## config.mk

```make
export PLATFORM = sky130hd
export DESIGN_NAME = compare_window
export DESIGN_NICKNAME = d
export VERILOG_FILES = /design/src/rtl/compare_window_pkg.sv /design/src/rtl/compare_window_cmp.sv /design/src/rtl/compare_window.sv
export SDC_FILE = /design/constraint.sdc
export NUM_CORES = 1
export LEC_CHECK = 0
export CORE_MARGIN = 2
export CORE_UTILIZATION = 62
export CTS_CLUSTER_SIZE = 14
export DETAILED_ROUTE_END_ITERATION = 10
export DONT_BUFFER_PORTS = 1
export GPL_TIMING_DRIVEN = 1
export PLACE_DENSITY = 0.82
export SYNTH_ARGS = -nofsm -noshare
export SYNTH_HDL_FRONTEND = slang
export SYNTH_HIERARCHICAL = 1
export SYNTH_SLANG_ARGS = --single-unit
export TNS_END_PERCENT = 30
```

## constraint.sdc

```tcl
create_clock -name clk -period 2.89 [get_ports clk]
set_clock_uncertainty 0.2 [all_clocks]
set_input_delay 0.578 -clock clk [delete_from_list [all_inputs] [get_ports clk]]
set_output_delay 0.578 -clock clk [all_outputs]
set_load 0.05 [all_outputs]
```

## src/rtl/compare_window_pkg.sv

```systemverilog
// Shared types and defaults for the compare_window block.
package compare_window_pkg;

  localparam int unsigned DefaultDataW = 4;
  localparam int unsigned DefaultCntW  = 5;
  // Width of the latched window length and accepted-pair count (holds 1..16).
  localparam int unsigned LenW         = 5;

  typedef enum logic [1:0] {
    IDLE = 2'd0,
    RUN  = 2'd1,
    DONE = 2'd2
  } state_e;

endpackage

```

## src/rtl/compare_window_cmp.sv

```systemverilog
// Combinational unsigned magnitude comparator; exactly one output is high.
module compare_window_cmp
  import compare_window_pkg::*;
#(
  parameter int unsigned DATA_W = DefaultDataW
) (
  input  logic [DATA_W-1:0] A,
  input  logic [DATA_W-1:0] B,
  output logic              greater,
  output logic              lesser,
  output logic              equal
);

  assign greater = (A > B);
  assign lesser  = (A < B);
  assign equal   = (A == B);

endmodule

```

## src/rtl/compare_window.sv

```systemverilog
// Windowed compare-and-count engine: counts A>B, A<B, A==B over a window of win_len pairs.
// Optional max-of-A tracking is enabled by defining COMPARE_WINDOW_MAXTRACK_EN.
module compare_window
  import compare_window_pkg::*;
#(
  parameter int unsigned DATA_W = DefaultDataW,
  parameter int unsigned CNT_W  = DefaultCntW
) (
  input  logic              clk,
  input  logic              rst,
  input  logic              start,
  input  logic [3:0]        win_len,
  input  logic              in_valid,
  output logic              in_ready,
  input  logic [DATA_W-1:0] A,
  input  logic [DATA_W-1:0] B,
  output logic              greater,
  output logic              lesser,
  output logic              equal,
  output logic [CNT_W-1:0]  gt_cnt,
  output logic [CNT_W-1:0]  lt_cnt,
  output logic [CNT_W-1:0]  eq_cnt,
  output logic              done,
  output logic [DATA_W-1:0] max_a
);

  state_e            state_q;
  logic [LenW-1:0]   len_q;
  logic [LenW-1:0]   acc_q;
  logic [LenW-1:0]   acc_d;
  logic              greater_q, lesser_q, equal_q;
  logic [CNT_W-1:0]  gt_cnt_q, lt_cnt_q, eq_cnt_q;
  logic              cmp_gt, cmp_lt, cmp_eq;
  logic              start_go;
  logic              accept;

  compare_window_cmp #(
    .DATA_W (DATA_W)
  ) u_cmp (
    .A       (A),
    .B       (B),
    .greater (cmp_gt),
    .lesser  (cmp_lt),
    .equal   (cmp_eq)
  );

  always_comb begin
    acc_d    = acc_q + LenW'(1);
    start_go = (state_q != RUN) && start;
    accept   = (state_q == RUN) && in_valid;
  end

  always_ff @(posedge clk or posedge rst) begin
    if (rst) begin
      state_q   <= IDLE;
      len_q     <= '0;
      acc_q     <= '0;
      greater_q <= 1'b0;
      lesser_q  <= 1'b0;
      equal_q   <= 1'b0;
      gt_cnt_q  <= '0;
      lt_cnt_q  <= '0;
      eq_cnt_q  <= '0;
    end else begin
      unique case (state_q)
        IDLE, DONE: begin
          if (start) begin
            state_q   <= RUN;
            len_q     <= (win_len == 4'd0) ? LenW'(16) : LenW'(win_len);
            acc_q     <= '0;
            greater_q <= 1'b0;
            lesser_q  <= 1'b0;
            equal_q   <= 1'b0;
            gt_cnt_q  <= '0;
            lt_cnt_q  <= '0;
            eq_cnt_q  <= '0;
          end else begin
            state_q <= IDLE;
          end
        end
        RUN: begin
          if (in_valid) begin
            greater_q <= cmp_gt;
            lesser_q  <= cmp_lt;
            equal_q   <= cmp_eq;
            gt_cnt_q  <= gt_cnt_q + CNT_W'(cmp_gt);
            lt_cnt_q  <= lt_cnt_q + CNT_W'(cmp_lt);
            eq_cnt_q  <= eq_cnt_q + CNT_W'(cmp_eq);
            acc_q     <= acc_d;
            // Last pair of the window: counts land together with done.
            if (acc_d == len_q) begin
              state_q <= DONE;
            end
          end
        end
        default: state_q <= IDLE;
      endcase
    end
  end

`ifdef COMPARE_WINDOW_MAXTRACK_EN
  logic [DATA_W-1:0] max_a_q;

  always_ff @(posedge clk or posedge rst) begin
    if (rst) begin
      max_a_q <= '0;
    end else if (start_go) begin
      max_a_q <= '0;
    end else if (accept && (A > max_a_q)) begin
      max_a_q <= A;
    end
  end

  assign max_a = max_a_q;
`else
  logic unused_max;
  assign unused_max = start_go ^ accept;
  assign max_a      = '0;
`endif

  assign in_ready = (state_q == RUN);
  assign done     = (state_q == DONE);
  assign greater  = greater_q;
  assign lesser   = lesser_q;
  assign equal    = equal_q;
  assign gt_cnt   = gt_cnt_q;
  assign lt_cnt   = lt_cnt_q;
  assign eq_cnt   = eq_cnt_q;

endmodule

```

==> key figures <==
Clock tree
  – Number of buffers added to fix hold violations after cts: 0
  – Clock Pin Slew Worst Setup and Hold Paths: approximately 90 ps
  – Clock root buffer: sky130_fd_sc_hd__clkbuf_4
  – Number of post-CTS setup repair buffers: 0
  – TritonCTS Buffers: 5
  – Clock network latency to the later pin of the worst-skew pair: ~320 ps
  – Depth of the CTS H-tree: 2
  – Buffer levels on the longest clock path: 2
  – Number of clock sinks: 30
  – Post-cts sizing count: 0
  – CTS tree: done

Pwr
  – Maximum ir drop on the vdd rail: between 0.6 and 0.7 mV
  – Power, Total: approximately 1.6 mW
  – Cell area power density: 960 nW/um^2
  – Lkg Pwr: 0.856 nW

Worst hold path
  – HP Class: input port to asynchronous set/reset pin

Route
  – Post-detailed-route count of antenna-violating nets: 0
  – DR vias: between 1k and 1.5k
  – Iteration-0 DRC count of the detailed router: 18
  – Number of iterations in the first detailed-routing pass: 6
  – Routed wire per std cell: 15.2 um
  – DRC violations left: 0
  – Final WL: ~3100 um
  – Per-cell via count in the routed design: between 5 and 6

Cells and area
  – Post-route core utilization: between 60 and 70%
  – FF/Latch Area: 751 um^2
  – Layout cells sized above 1: a little under 7%
  – Antenna Diode Count: 0
  – Area occupied by multi-input gates: between 700 and 800 um^2
  – Area growth, synth to finish: 3.57%
  – Final #Nets: 203
  – Fill cells: just over 200

Die
  – Width of the die: roughly 55 um
  – Initial cell density of the core: about two thirds
  – Cell row count: 18
  – Die area: roughly 3000 um^2
  – Placeable Area: about 2500 um^2
  – Number of placed I/O pins: 40
  – Overall die height: 55.0 um

Synthesis
  – Register bit count reported by yosys: 30
  – EDFF count, synth: 0
  – Library cell occupying the most area in the post-synthesis netlist: sky130_fd_sc_hd__dfrtp_1
  – Number of distinct standard cells referenced by the synthesized netlist: 30
  – Synthesized area: approximately 1600 um^2
  – Sequential fraction of the synthesis area: between 40% and 50%
  – Area share of the leading cell type in the synthesized netlist: between 40% and 50%
  – Count of mapped cells out of synthesis: ~170
  – Most common cell in the synthesized netlist: sky130_fd_sc_hd__nand2_1
  – Synth top area cells: sky130_fd_sc_hd__dfrtp_1 47%, sky130_fd_sc_hd__nand2_1 10%, sky130_fd_sc_hd__ha_1 8.5%
  – Synth warnings: 6
  – Post-Syn Area per Cell: about 9.3 um^2
  – Main flop type after synthesis: sky130_fd_sc_hd__dfrtp_1
  – Share of flip-flops with an asynchronous set or reset: 100%
  – Synth cell count leaders: 43 x sky130_fd_sc_hd__nand2_1, 30 x sky130_fd_sc_hd__dfrtp_1, 13 x sky130_fd_sc_hd__nor2_1, 12 x sky130_fd_sc_hd__nand3_1, 12 x sky130_fd_sc_hd__xor2_1

Timing
  – Finish-stage setup viols: 0
  – Summed negative setup slack over all endpoints: 0 ps
  – Count of final max-slew check failures: 0
  – Worst slew slack as a fraction of its limit: 52.8%
  – Min Clock Period, post-route: slightly above 2000 ps
  – Slew at the pin with the worst max-slew slack: between 700 and 800 ps
  – Final cycle utilization of the critical path: between 60 and 70%
  – Unrepaired setup endpoints after global routing: no
  – Number of failing hold endpoints at the final stage: 0
  – Maximum operating frequency: 0.496 GHz

Global routing
  – Via count of the first global-routing pass: between 1k and 1.5k
  – Largest net degree at the start of global routing: 31
  – Residual overflow from global routing: 0
  – Wire length of the first global-routing pass: about 5000 um
  – Met3 track demand over resource: 6.99%
  – Total GRT Usage: 23.8%
  – Most used routing layer in global routing: met2
  – Met2 usage in global routing: approximately two fifths
  – Met1 track utilization from global routing: ~29%
  – Antenna violations before repair: 0

Setup path
  – Critical Setup Path Class: input port to flop
  – Data required time at the worst endpoint: about 2900 ps
  – CP top delay family: adder cells
  – Crit end category: flop
  – Cell occurring most often along the worst timing path: sky130_fd_sc_hd__ha_1
  – Worst path bufs/invs: 1
  – Slowest stage delay, CP: 280 ps
  – Startpoint class of the critical path: input port
  – Sequence of cells on the critical path: inv_1 -> ha_1 -> a21oi_1 -> and2_1 -> ha_1 -> ha_1 -> nand4_1 -> xor2_1 -> nor2_1
  – Number of cells on the worst reg-to-reg path: 4
  – Master of the slowest instance on the critical path: sky130_fd_sc_hd__ha_1
  – Total stage count of the critical path: 9
  – Max Fanout on Critical Path: 2
  – Crit path arrival time: 2070 ps

Place
  – Weighted congestion at the end of routability-driven global placement: 0.825
  – Quantity of I/O buffers inserted on ports: 0
  – Dpl hpwl: 2380 um

Job
  – Max-cap viol count: 0

Run status
  – Run status: complete, no violations
-- cell usage in the layout, fill, tap and decap left out, types with 2 or more instances in the layout --
cell	count
sky130_fd_sc_hd__inv_1	5
sky130_fd_sc_hd__nand2_1	43
sky130_fd_sc_hd__conb_1	4
sky130_fd_sc_hd__ha_1	11
sky130_fd_sc_hd__nor2_1	13
sky130_fd_sc_hd__clkbuf_4	5
sky130_fd_sc_hd__xor2_1	12
sky130_fd_sc_hd__dfrtp_1	30
sky130_fd_sc_hd__buf_4	3
sky130_fd_sc_hd__nor2b_1	4
sky130_fd_sc_hd__o21ai_0	7
sky130_fd_sc_hd__xnor2_1	4
sky130_fd_sc_hd__nand3_1	12
sky130_fd_sc_hd__clkbuf_1	2
sky130_fd_sc_hd__nand4_1	6
-- cell type report --
| cell class | instances | area share (%) |
|---|---|---|
| inverter | 5 | 1.13 |
| multi-input combinational | 131 | 47.6 |
| sequential | 30 | 45.0 |
| timing repair buffer | 3 | 1.35 |
| tap | 30 | 2.25 |
| clock buffer | 7 | 2.70 |
-- cells by family after synthesis --
group | synth area share (%)
simple gates | 25.1
flops | 46.6
xor+xnor | 8.70
buf+inv | 4.82
compound gates | 5.98
fa+ha+maj | 8.55
other cells | 0.233
-- where the power goes --
group	internal, mW	switching, mW
clock network	0.0915	0.131
registers	0.537	0.337
logic	0.192	0.312
total	0.820	0.781
-- sequential cells by signal, summed over array words and instances, names as in the netlist --
name     flops
acc_q        5
gt_cnt       5
state_q      2
lesser       1
eq_cnt       5
equal        1
greater      1
len_q        5
lt_cnt       5
-- final timing paths --
path                                  from          to  slack, ps
worst max register to register  state_q[1]   gt_cnt[3]       1000
max in group asynchronous              rst    len_q[1]       2210
worst max-delay path                  B[3]   lt_cnt[4]        880
worst min-delay path                   rst  state_q[1]          5
worst min register to register    len_q[3]    len_q[3]        310
min in group clk                win_len[2]    len_q[2]        160
-- metal layers --
layer / wire length, um / up-vias
met5: 0 / -
met2: 1560 / 45
met3: 234 / 6
met4: 51 / 0
met1: 1290 / 564
li1: - / 572
-- per-stage QoR --
step / hold slack [ps] / worst slack, ps / cell area, um^2 / cells
6_report: 4.89 / 875 / 1670 / 206
5_1_grt: 50.3 / 684 / 1670 / 206
4_1_cts: 10.7 / 873 / 1670 / 206
3_5_place_dp: 289 / 534 / 1620 / 199
3_3_place_gp: 288 / 602 / 1620 / 199
2_1_floorplan: 265 / 657 / 1620 / 176
Power figures use the tool's default switching activity.
